<file path="src/rtl/pci_bus_arbiter.sv">
// Round-robin PCI bus arbiter with grant timeout and a turnaround cycle between masters.
// Ownership is tracked through Frame/IRDY; grants are registered, one-cold or all-high.
module pci_bus_arbiter #(
  parameter int NUM_REQ     = 4,
  parameter int GNT_TIMEOUT = 16,
  parameter int OWN_W       = $clog2(NUM_REQ)
) (
  input  logic               clk,
  input  logic               areset,
  input  logic [NUM_REQ-1:0] req_n,
  input  logic               frame_n,
  input  logic               irdy_n,
  output logic [NUM_REQ-1:0] gnt_n,
  output logic [OWN_W-1:0]   owner,
  output logic               bus_busy,
  output logic               gnt_timeout
);

  typedef enum logic [1:0] {
    S_IDLE  = 2'd0,
    S_GRANT = 2'd1,
    S_BUSY  = 2'd2,
    S_TURN  = 2'd3
  } state_t;

  localparam logic [OWN_W-1:0] LAST_SLOT = OWN_W'(NUM_REQ - 1);
  localparam logic [7:0]       CNT_LAST  = 8'(GNT_TIMEOUT - 1);

  state_t               state_q, state_d;
  logic [NUM_REQ-1:0]   gnt_n_q, gnt_n_d;
  logic [OWN_W-1:0]     owner_q, owner_d;
  logic [OWN_W-1:0]     last_q, last_d;
  logic [7:0]           cnt_q, cnt_d;
  logic                 tmo_q, tmo_d;
  logic                 busy_q;
  logic                 bus_idle;
  logic                 found;
  logic [OWN_W-1:0]     winner;
  logic [OWN_W-1:0]     cand;

  assign bus_idle = frame_n & irdy_n;

  // Walk slots starting just after the most recent grantee; first active request wins.
  always_comb begin
    found  = 1'b0;
    winner = '0;
    cand   = last_q;
    for (int unsigned i = 0; i < NUM_REQ; i++) begin
      cand = (cand == LAST_SLOT) ? '0 : cand + OWN_W'(1);
      if (!found && !req_n[cand]) begin
        found  = 1'b1;
        winner = cand;
      end
    end
  end

  always_comb begin
    state_d = state_q;
    gnt_n_d = gnt_n_q;
    owner_d = owner_q;
    last_d  = last_q;
    cnt_d   = cnt_q;
    tmo_d   = 1'b0;
    case (state_q)
      S_IDLE: begin
        gnt_n_d = '1;
        if (bus_idle && found) begin
          gnt_n_d[winner] = 1'b0;
          owner_d         = winner;
          last_d          = winner;
          cnt_d           = '0;
          state_d         = S_GRANT;
        end
      end
      S_GRANT: begin
        if (!frame_n) begin
          state_d = S_BUSY;
        end else if (req_n[owner_q]) begin
          gnt_n_d = '1;
          state_d = S_IDLE;
        end else if (cnt_q == CNT_LAST) begin
          gnt_n_d = '1;
          tmo_d   = 1'b1;
          state_d = S_IDLE;
        end else begin
          cnt_d = cnt_q + 8'd1;
        end
      end
      S_BUSY: begin
        if (bus_idle) begin
          gnt_n_d = '1;
          state_d = S_TURN;
        end
      end
      S_TURN: begin
        gnt_n_d = '1;
        state_d = S_IDLE;
      end
      default: begin
        gnt_n_d = '1;
        state_d = S_IDLE;
      end
    endcase
  end

  always_ff @(posedge clk) begin
    if (areset) begin
      state_q <= S_IDLE;
      gnt_n_q <= '1;
      owner_q <= '0;
      last_q  <= LAST_SLOT;
      cnt_q   <= '0;
      tmo_q   <= 1'b0;
      busy_q  <= 1'b0;
    end else begin
      state_q <= state_d;
      gnt_n_q <= gnt_n_d;
      owner_q <= owner_d;
      last_q  <= last_d;
      cnt_q   <= cnt_d;
      tmo_q   <= tmo_d;
      busy_q  <= (state_d == S_BUSY);
    end
  end

  assign gnt_n       = gnt_n_q;
  assign owner       = owner_q;
  assign bus_busy    = busy_q;
  assign gnt_timeout = tmo_q;

endmodule
</file>
<file path="config.mk">
export PLATFORM = sky130hd
export DESIGN_NAME = pci_bus_arbiter
export DESIGN_NICKNAME = d
export VERILOG_FILES = /design/src/rtl/pci_bus_arbiter.sv
export SDC_FILE = /design/constraint.sdc
export NUM_CORES = 1
export LEC_CHECK = 0
export CORE_ASPECT_RATIO = 2
export CORE_MARGIN = 2
export CORE_UTILIZATION = 32
export DETAILED_ROUTE_END_ITERATION = 16
export GPL_TIMING_DRIVEN = 0
export HOLD_SLACK_MARGIN = 0.15
export PLACE_DENSITY_LB_ADDON = 0.1
export RECOVER_POWER = 25
export SLEW_MARGIN = 10
export SYNTH_ARGS = -nofsm -noshare
export SYNTH_HDL_FRONTEND = slang
export SYNTH_SLANG_ARGS = --single-unit
</file>
<file path="constraint.sdc">
create_clock -name clk -period 2.15 [get_ports clk]
set_input_delay 0.43 -clock clk [delete_from_list [all_inputs] [get_ports clk]]
set_output_delay 0.43 -clock clk [all_outputs]
set_load 0.01 [all_outputs]
</file>
==> impl_summary.md <==
Place
The number of cells after detailed placement is 196. The congestion estimate from routability-driven global placement came to 0.779. The wire-length estimate of the detail-placed layout is 2410 um. The quantity of I/O buffers inserted on ports is 11.

Floorplan
The die area is 0.00421 mm2. The region available for standard cell placement spans 0.00357 mm2. The initial utilization of the core area, before any placement, comes to 33.0%. The count of standard-cell rows is 31. 16 I/O pins were placed.

The floorplan step set the die height to 89.8 um. The die width is 46.9 um.

STA
Setup violations remaining at the end of the flow were counted as 0. The final setup skew is 0.00214 ns. The slew at the pin closest to its max-slew limit is 0.557 ns. In the finished design, the share of the clock period the worst path needs comes to 97.3%. Setup repair after global routing left no endpoint under its margin. Derived from the worst setup path, the maximum achievable clock frequency is 478 MHz. For the finished layout, the period the worst path requires is 2.09 ns. The worst hold slack is 0.477 ns. The worst pin sits at a relative slew slack of 62.6%.

The number of pins with negative max-slew slack in the final report is 0. The number of hold-slack violations in the final timing report is 0.

Synth
When the netlist entered floorplanning its net count stood at 146. The cell area after synthesis is 0.00118 mm2. The number of cells produced by synthesis is 136. The synthesized netlist contains 49 unique library cells. In the synthesized netlist the dominant register cell turns out to be sky130_fd_sc_hd__dfxtp_1.

The number of synthesized register bits is 20. The average cell area after synthesis is 8.66 um2. Counting flops with a built-in enable in the synthesized netlist gives 0. The sequential area share after synthesis is 34.0%. In the synthesized netlist the async set-or-reset flop fraction comes to 0%.

The count of warnings emitted by yosys is 0.

Critical path
The kind of cell adding the most delay to the critical path is compound AO/OA/AOI/OAI gates. Data on the critical path arrives at its endpoint at 2.25 ns. Together, buffers and inverters on the worst path number 0. The largest fanout on the critical path is 6.

For the worst setup path, the data required time is 2.30 ns. STA classifies the critical path endpoint as a flop. The critical path startpoint category is a flop.

On the worst path, the slowest cell contributes a delay of 0.37 ns. Walking the worst path, the cells encountered are ha_4, mux4_2, a221oi_2, a31oi_1, o2111a_2, o32a_1. The critical path is of the reg2reg type. The library cell contributing the largest single delay on the critical path is sky130_fd_sc_hd__dfxtp_4.

Clock tree
The number of clock sinks seen by CTS is 20. Clock tree synthesis inserted a total of 3 buffers. The clock-pin slew on the worst setup and hold paths is 0.08 ns.

The clock network latency to the later pin of the worst-skew pair is 0.26 ns. The worst-case clock buffer depth is 2. The number of H-tree branching levels is 1. The clock tree from TritonCTS is done.

In this run, post-CTS hold repair placed 0 buffers. The buffer type at the clock tree root is sky130_fd_sc_hd__clkbuf_8.

Power
In this run, flip-flops and latches consume 39.1% of the power. Dividing total power by cell area gives a power density of 683 mW/mm2. The total leakage power is 0.544 nW. The share of total power in combinational logic is 23.0%.

The share of total power dissipated in the clock network is 37.9%. The internal cell power is 736 uW. VDD sags by at most 0.000296 V. The switching component of the power is 271 uW. Net switching is 26.9% of the power.

Final layout
Cells with a size suffix above 1 make up 15.7% of the layout. The count of placed standard cells in the final layout, fillers left out is 202. The net count of the finished layout is 164.

The antenna diode count is 0. The most common library cell in the layout ignoring fill and taps is sky130_fd_sc_hd__dfxtp_1. The area added between synthesis and finish is 25.2%.

The top cell types in the final layout, fill and taps aside, are sky130_fd_sc_hd__dfxtp_1 (19), sky130_fd_sc_hd__nor2_1 (15), sky130_fd_sc_hd__nand2_1 (9).

Global route
Global routing consumed, over all layers together, 17.0% of the routing resources. The total congestion overflow after global routing is 0. The largest net degree at the start of global routing is 13. The number of antenna violations at the first check in global routing is 0. The number of global-route vias before repair came to 1136.

The first global-routing pass estimated 5290 um of wire.

Drt
The final routed DRC violation total is 0. After detailed routing, the total wire length is 3030 um. Before antenna repair, the detailed router went through 4 iterations.

The average wire length per cell after detail routing is 15.0 um. The detailed-route vias per instance is 5.35. The number of vias in the routed layout is 1080.

The count of antenna-violating nets left after detailed routing is 0. The detailed router's first-iteration violation count is 8.

Worst hold path
The min-delay analysis places its worst path in the category reg2reg.

Run status
The flow ran to the end, and the final reports show no timing, DRC or antenna violations.

Flow run
Across the run, the number of max-cap violations was 0.
==> metrics by stage <==
stage / setup slack, ns / power, mW / instance area (um2) / util (%) / setup TNS [ns]
2_1_floorplan: 0.114 / 0.547 / 1180 / - / 0
3_3_place_gp: -0.459 / 0.609 / 1350 / 37.8 / -4.53
3_5_place_dp: -0.480 / 0.611 / 1350 / 37.8 / -4.77
4_1_cts: 0.0643 / 1.01 / 1450 / 40.5 / 0
5_1_grt: 0.00699 / 1.05 / 1470 / 41.3 / 0
6_report: 0.0572 / 1.01 / 1470 / 41.3 / 0
==> area by class of cell <==
type                    count  area, um2
plain buffers               7       53.8
clock buffers               3       41.3
clock inverters             1       30.0
fillers                   395       2090
inverters                   5       18.8
multi-input cells         104        741
flip-flops and latches     20        404
well taps                  49       61.3
repair buffers             13        124
==> cell usage after synthesis, drive strengths merged, types with 3 or more instances <==
cell,number,area (um2)
a21oi,7,35.0
a31oi,3,18.8
and3,6,38.8
buf,6,43.8
dfxtp,20,400
inv,5,18.8
nand2,10,45.0
nand2b,3,18.8
nand3,6,30.0
nand4,5,31.3
nor2,16,60.1
nor3b,3,33.8
o21ai,4,20.0
xor2,7,61.3
==> flip-flops by register name (all words and copies together) (netlist names) <==
register	flops
bus_busy	1
cnt_q	8
gnt_n	4
gnt_timeout	1
last_q	2
owner	2
state_q	2
==> path summary, 6_finish.rpt <==
check        startpoint        to  slack [ns]  cells after the start
max           last_q[0]  gnt_n[2]        0.06                      6
max reg2reg   last_q[0]  gnt_n[2]        0.06                      6
min            gnt_n[3]  gnt_n[3]        0.48                      1
min reg2reg    gnt_n[3]  gnt_n[3]        0.48                      1
==> power by group through the flow <==
stage | combinational (mW) | sequential (mW) | clock (mW)
floorplan | 0.146 | 0.401 | 0
global placement | 0.208 | 0.401 | 0
detailed placement | 0.210 | 0.401 | 0
CTS | 0.227 | 0.394 | 0.390
global route | 0.255 | 0.396 | 0.403
finish | 0.232 | 0.394 | 0.381
==> per-layer routing <==
metal / GRT usage (%) / wire length [um]
met1: 16.5 / 1030
met2: 31.4 / 1850
met3: 1.61 / 58
met4: 8.80 / 93
met5: 0 / 0
==> timing repair <==
item,4_1_cts,5_1_grt
pin swaps,0,1
hold endpoints to repair,0,0
gates resized for setup,8,3
setup buffers,0,2
setup endpoints to repair,4,3
==> cells by family after synthesis <==
group / share of synthesized area (%)
compound gates: 16.9
xor+xnor: 5.95
fa+ha+maj: 2.13
buf+inv: 5.63
flops: 34.0
mux: 5.63
simple gates: 29.8
(Power assumes the default switching activity.)
==> RTL change 1, RTL diff (same settings) <==
The 4 states of `state_t` get a one-hot encoding in 4 bits.
--- a/src/rtl/pci_bus_arbiter.sv
+++ b/src/rtl/pci_bus_arbiter.sv
@@ -17,9 +17,9 @@
 );
 
-  typedef enum logic [1:0] {
-    S_IDLE  = 2'd0,
-    S_GRANT = 2'd1,
-    S_BUSY  = 2'd2,
-    S_TURN  = 2'd3
+  typedef enum logic [3:0] {
+    S_IDLE  = 4'b0001,
+    S_GRANT = 4'b0010,
+    S_BUSY  = 4'b0100,
+    S_TURN  = 4'b1000
   } state_t;
 
Behaviour: same outputs for any inputs over 10 cycles, from zero or initial values and one cycle with areset high; not proved beyond that.
==> RTL change 1 against the unedited design <==
  * Area after synthesis is 6.6% higher
  * Worst setup slack better by 0.028 ns
  * Die area rose by 6.2%
  * Sequential cell count up 2
  * Power shrank 13%
  * Final area grew 7.3%
  * Wire length shrank 4.4%
  * Cell count rose by 2.0%
  * Largest cell class unchanged
  * Highest routed layer unchanged
==> RTL change 1: results (changes against the unedited design) <==
stage,metric,value,unit,change
power_and_ir_drop,power.leakage,0.000563,uW,+3.5%
detailed_routing,routed-wl-met2,1770,microns,-4.1%
final_layout,multiInputGateArea,805,sq um,+8.6%
global_routing,use_met1,12.3,%,-4.2 points
final_layout,num-nets-final,167,,+1.8%
timing,tightestPinTransition,0.463,ns,-0.0941 ns
global_routing,use_met3,1.17,%,-0.44 points
detailed_routing,wl_met3,43,microns,-26%
detailed_routing,avgViaCountPerCell,5.30,,-0.85%
final_layout,fin_cells,206,,+2.0%
power_and_ir_drop,vdd_drop_max,0.417,mV,+41%
run_status,outcome,completed,,
global_routing,grt_pass1_wl,4720,microns,-11%
placement,preCtsSetupSlack,-0.504,ns,-0.0242 ns
critical_path,cp_max_fo,9,,+3
placement,hpwl,2340,microns,-3.1%
critical_path,crit_path_top_delay_cell,or4bb_4,,
detailed_routing,totalWireLength,2900,microns,-4.4%
placement,placement.cell_area,1450,sq um,+7.4%
final_layout,drive_gt1_share,18.1,%,+2.4 points
detailed_routing,drtIter0Drc,18,,+10
critical_path,slowest_delay,0.57,ns,+0.20 ns
placement,io_buffers,13,,+2
synth,synth_area_leaders,"dfxtp_1 35%, xor2_1 4.9%, mux2i_1 4.0%",,
synth,yosys.cell_types.count,52,,+6.1%
global_routing,met2_usage,29.1,%,-2.3 points
placement,placed_cells,200,,+2.0%
final_layout,nFillCells,394,,-0.25%
synth,yosysSeqAreaShare,35.1,%,+1.1 points
timing,clock_skew,0.00328,ns,+0.00114 ns
global_routing,grt_pass1_vias,1121,,-1.3%
global_routing,grt_max_degree,12,,-1
==> RTL change 1: cell families after synthesis <==
family	Yosys count	share of synthesized area, %
simple gates	58	27.4
compound gates	31	19.1
buf+inv	9	4.79
xor+xnor	7	4.89
flops	22	35.1
mux	7	6.68
fa+ha+maj	2	1.99
==> RTL change 1: timing repair <==
action | CTS | global route
resized for setup | 5 | 5
hold buffers | 0 | 0
gates cloned | 0 | 0
endpoints found under the setup margin | 10 | 8
pin swaps | 3 | 2
buffers inserted | 2 | 1
==> RTL change 1: report_power, final <==
group / switching, uW / leakage [uW] / total [uW] / internal, uW
registers: 10.7 / 0.000178 / 428 / 418
clock network: 116 / 0.0000216 / 240 / 124
logic: 103 / 0.000363 / 206 / 103
==> RTL change 1: cell type report <==
type / count / area share [%]
multi-input cells: 105 / 50.9
inverters: 3 / 0.712
plain buffers: 6 / 3.09
repair buffers: 16 / 10.8
clock buffers: 3 / 2.61
flip-flops and latches: 22 / 27.9
well taps: 51 / 4.03
==> RTL change 1: worst paths after layout <==
| check | startpoint | end | slack [ns] | depth (start not counted) |
|---|---|---|---|---|
| worst max-delay path | frame_n | cnt_q[6]$_SDFFE_PP0P_ | 0.09 | 7 |
| worst min-delay path | gnt_n[3]$_SDFFE_PP1P_ | gnt_n[3]$_SDFFE_PP1P_ | 0.48 | 1 |
| worst max register to register | last_q[0]$_SDFFE_PP1P_ | gnt_n[3]$_SDFFE_PP1P_ | 0.10 | 6 |
| worst min register to register | gnt_n[3]$_SDFFE_PP1P_ | gnt_n[3]$_SDFFE_PP1P_ | 0.48 | 1 |
==> RTL change 1: critical path: cells and delay by family <==
| family | cells | cell delay [ns] |
|---|---|---|
| buf+inv | 2 | 0.66 |
| xor+xnor | 1 | 0.21 |
| simple gates | 4 | 0.90 |
==> RTL change 2, RTL diff (same flow settings) <==
Without the edit above. Set the parameter `NUM_REQ` to 8 (it was 4).
--- a/src/rtl/pci_bus_arbiter.sv
+++ b/src/rtl/pci_bus_arbiter.sv
@@ -2,5 +2,5 @@
 // Ownership is tracked through Frame/IRDY; grants are registered, one-cold or all-high.
 module pci_bus_arbiter #(
-  parameter int NUM_REQ     = 4,
+  parameter int NUM_REQ     = 8,
   parameter int GNT_TIMEOUT = 16,
   parameter int OWN_W       = $clog2(NUM_REQ)
Interface: changed (resized gnt_n, owner and req_n); port bits go from 16 to 25. No check against the original RTL was run, so the function may have changed too.
==> RTL change 2 against the unedited design <==
  * The run now ends with setup timing left
  * Synthesized cell count grew 86%
  * Final area grew 150%
  * Wire length grew to 2.7 times the old value
  * Die area is 86% higher
  * Area after synthesis is 93% higher
  * Worst setup slack got worse by 1.6 ns
  * Fmax down 43%
  * Power increased to 3.5 times the old value
  * Sequential cell count increased by 6
  * Global-route usage up 5.2 points
  * Clock skew is 0.0013 ns higher
==> RTL change 2: results (changes against the unedited design) <==
stage,metric,value,unit,change
run_status,outcome,finished with violations,,
run_status,violations,setup timing,,
critical_path,r2r-start,last_q[1]$_SDFFE_PP1P_,,
critical_path,worstPathArrival,3.84,ns,+1.59 ns
placement,io_buffers,24,,+13
final_layout,regArea,527,sq um,+30%
timing,worst_slack,-1.54,ns,-1.60 ns
final_layout,num-nets-final,341,,+110%
placement,place_congestion,0.838,,+7.5%
worst_hold_path,hold_end,cnt_q[1]$_SDFFE_PP0P_,,
synth,yosys.cell_types.count,65,,+33%
global_routing,grt_pass1_vias,2454,,+120%
power_and_ir_drop,vdd_drop_max,0.591,mV,+99%
synth,syn_nets,271,,+86%
synth,synth_common_cells,"26 x dfxtp_1, 23 x nor2_1, 19 x a21oi_1, 15 x mux2i_1, 15 x nand2_1",,
final_layout,nFillCells,664,,+68%
synth,yosysSeqAreaShare,23.0,%,-11 points
global_routing,grt_max_degree,15,,+2
critical_path,endpoint,gnt_n[1]$_SDFFE_PP1P_,,
timing,hold-worst-slack,0.473,ns,-0.00410 ns
final_layout,fin_cells,412,,+100%
critical_path,slowest_delay,0.56,ns,+0.19 ns
detailed_routing,vias,2314,,+110%
timing,max-slew-margin-rel,34.1,%,-28 points
critical_path,rr_worst_depth,18,,+12
detailed_routing,drtIter0Drc,77,,+69
timing,final.setup.tns,-34.95,ns,-34.95 ns
detailed_routing,wl_per_cell,19.7,microns,+31%
global_routing,grt_pass1_wl,13100,microns,+150%
critical_path,crit_path_top_delay_cell,mux4_2,,
timing,setup_violations,24,,+24
placement,preCtsSetupSlack,-1.97,ns,-1.49 ns
critical_path,crit_family,buffers and inverters,,
power_and_ir_drop,power.leakage,0.00134,uW,+150%
clock_tree,clk_latency,0.27,ns,
clock_tree,path_clk_slew,0.06,ns,-0.02 ns
placement,placed_cells,367,,+87%
critical_path,cp_max_fo,6,,unchanged
clock_tree,cts_root_buffer,clkbuf_16,,
placement,placement.cell_area,2770,sq um,+110%
placement,hpwl,5800,microns,+140%
final_layout,drive_gt1_share,42.9,%,+27 points
worst_hold_path,min_path_cells,2,,+1
synth,synth_area_leaders,"dfxtp_1 23%, mux2i_1 6.6%, mux4_2 6.0%",,
global_routing,track_usage,22.1,%,+5.2 points
[RTL change 2: timing repair]
item,in CTS,in global routing
setup endpoints to repair,24,24
gates resized for setup,60,28
gates cloned,3,0
pin swaps,22,8
buffers inserted,33,7
[RTL change 2: worst register-to-register path, stage by stage (launching register included)]
cell and delay, ns:
dfxtp_4 0.35, ha_4 0.17, ha_4 0.17, nor2_4 0.15, buf_12 0.13, buf_8 0.09
buf_8 0.11, ha_4 0.24, buf_6 0.15, mux2i_2 0.16, mux4_2 0.56, buf_6 0.17
a211oi_2 0.18, a2111oi_2 0.06, a211oi_2 0.29, o32ai_4 0.17, buf_12 0.16, nor3b_4 0.20
a21oi_1 0.08
[RTL change 2: power by group]
group	internal, uW	switching [uW]	leakage [uW]
Clock	285	173	0.0000442
Combinational	1280	1260	0.00108
Sequential	515	34.6	0.000211
[RTL change 2: kinds of logic (layout without fill, tap and decap cells)]
| group | count (synthesis) | count (layout) | share of synthesized area [%] |
|---|---|---|---|
| fa+ha+maj | 6 | 6 | 3.31 |
| compound gates | 73 | 73 | 24.6 |
| simple gates | 85 | 85 | 19.9 |
| buf+inv | 18 | 87 | 4.36 |
| mux | 33 | 33 | 19.3 |
| xor+xnor | 12 | 12 | 5.57 |
| flops | 26 | 26 | 23.0 |
[RTL change 2: final cells by class]
class                      count  area share, %
multi-input combinational    209           57.5
timing repair buffer          66           18.3
sequential                    26           14.4
buffer                        11           3.57
tap                           90           3.09
clock buffer                   4           2.44
inverter                       6          0.618
[RTL change 2: per-layer routing]
metal  part of all wire (%)  vias up  global-route usage [%]
met5                      0        -                       0
met4                    7.1        0                    15.6
met2                     58       64                    43.2
met1                     33     1113                    21.3
met3                    2.3       32                    1.55
li1                       -     1105                       -
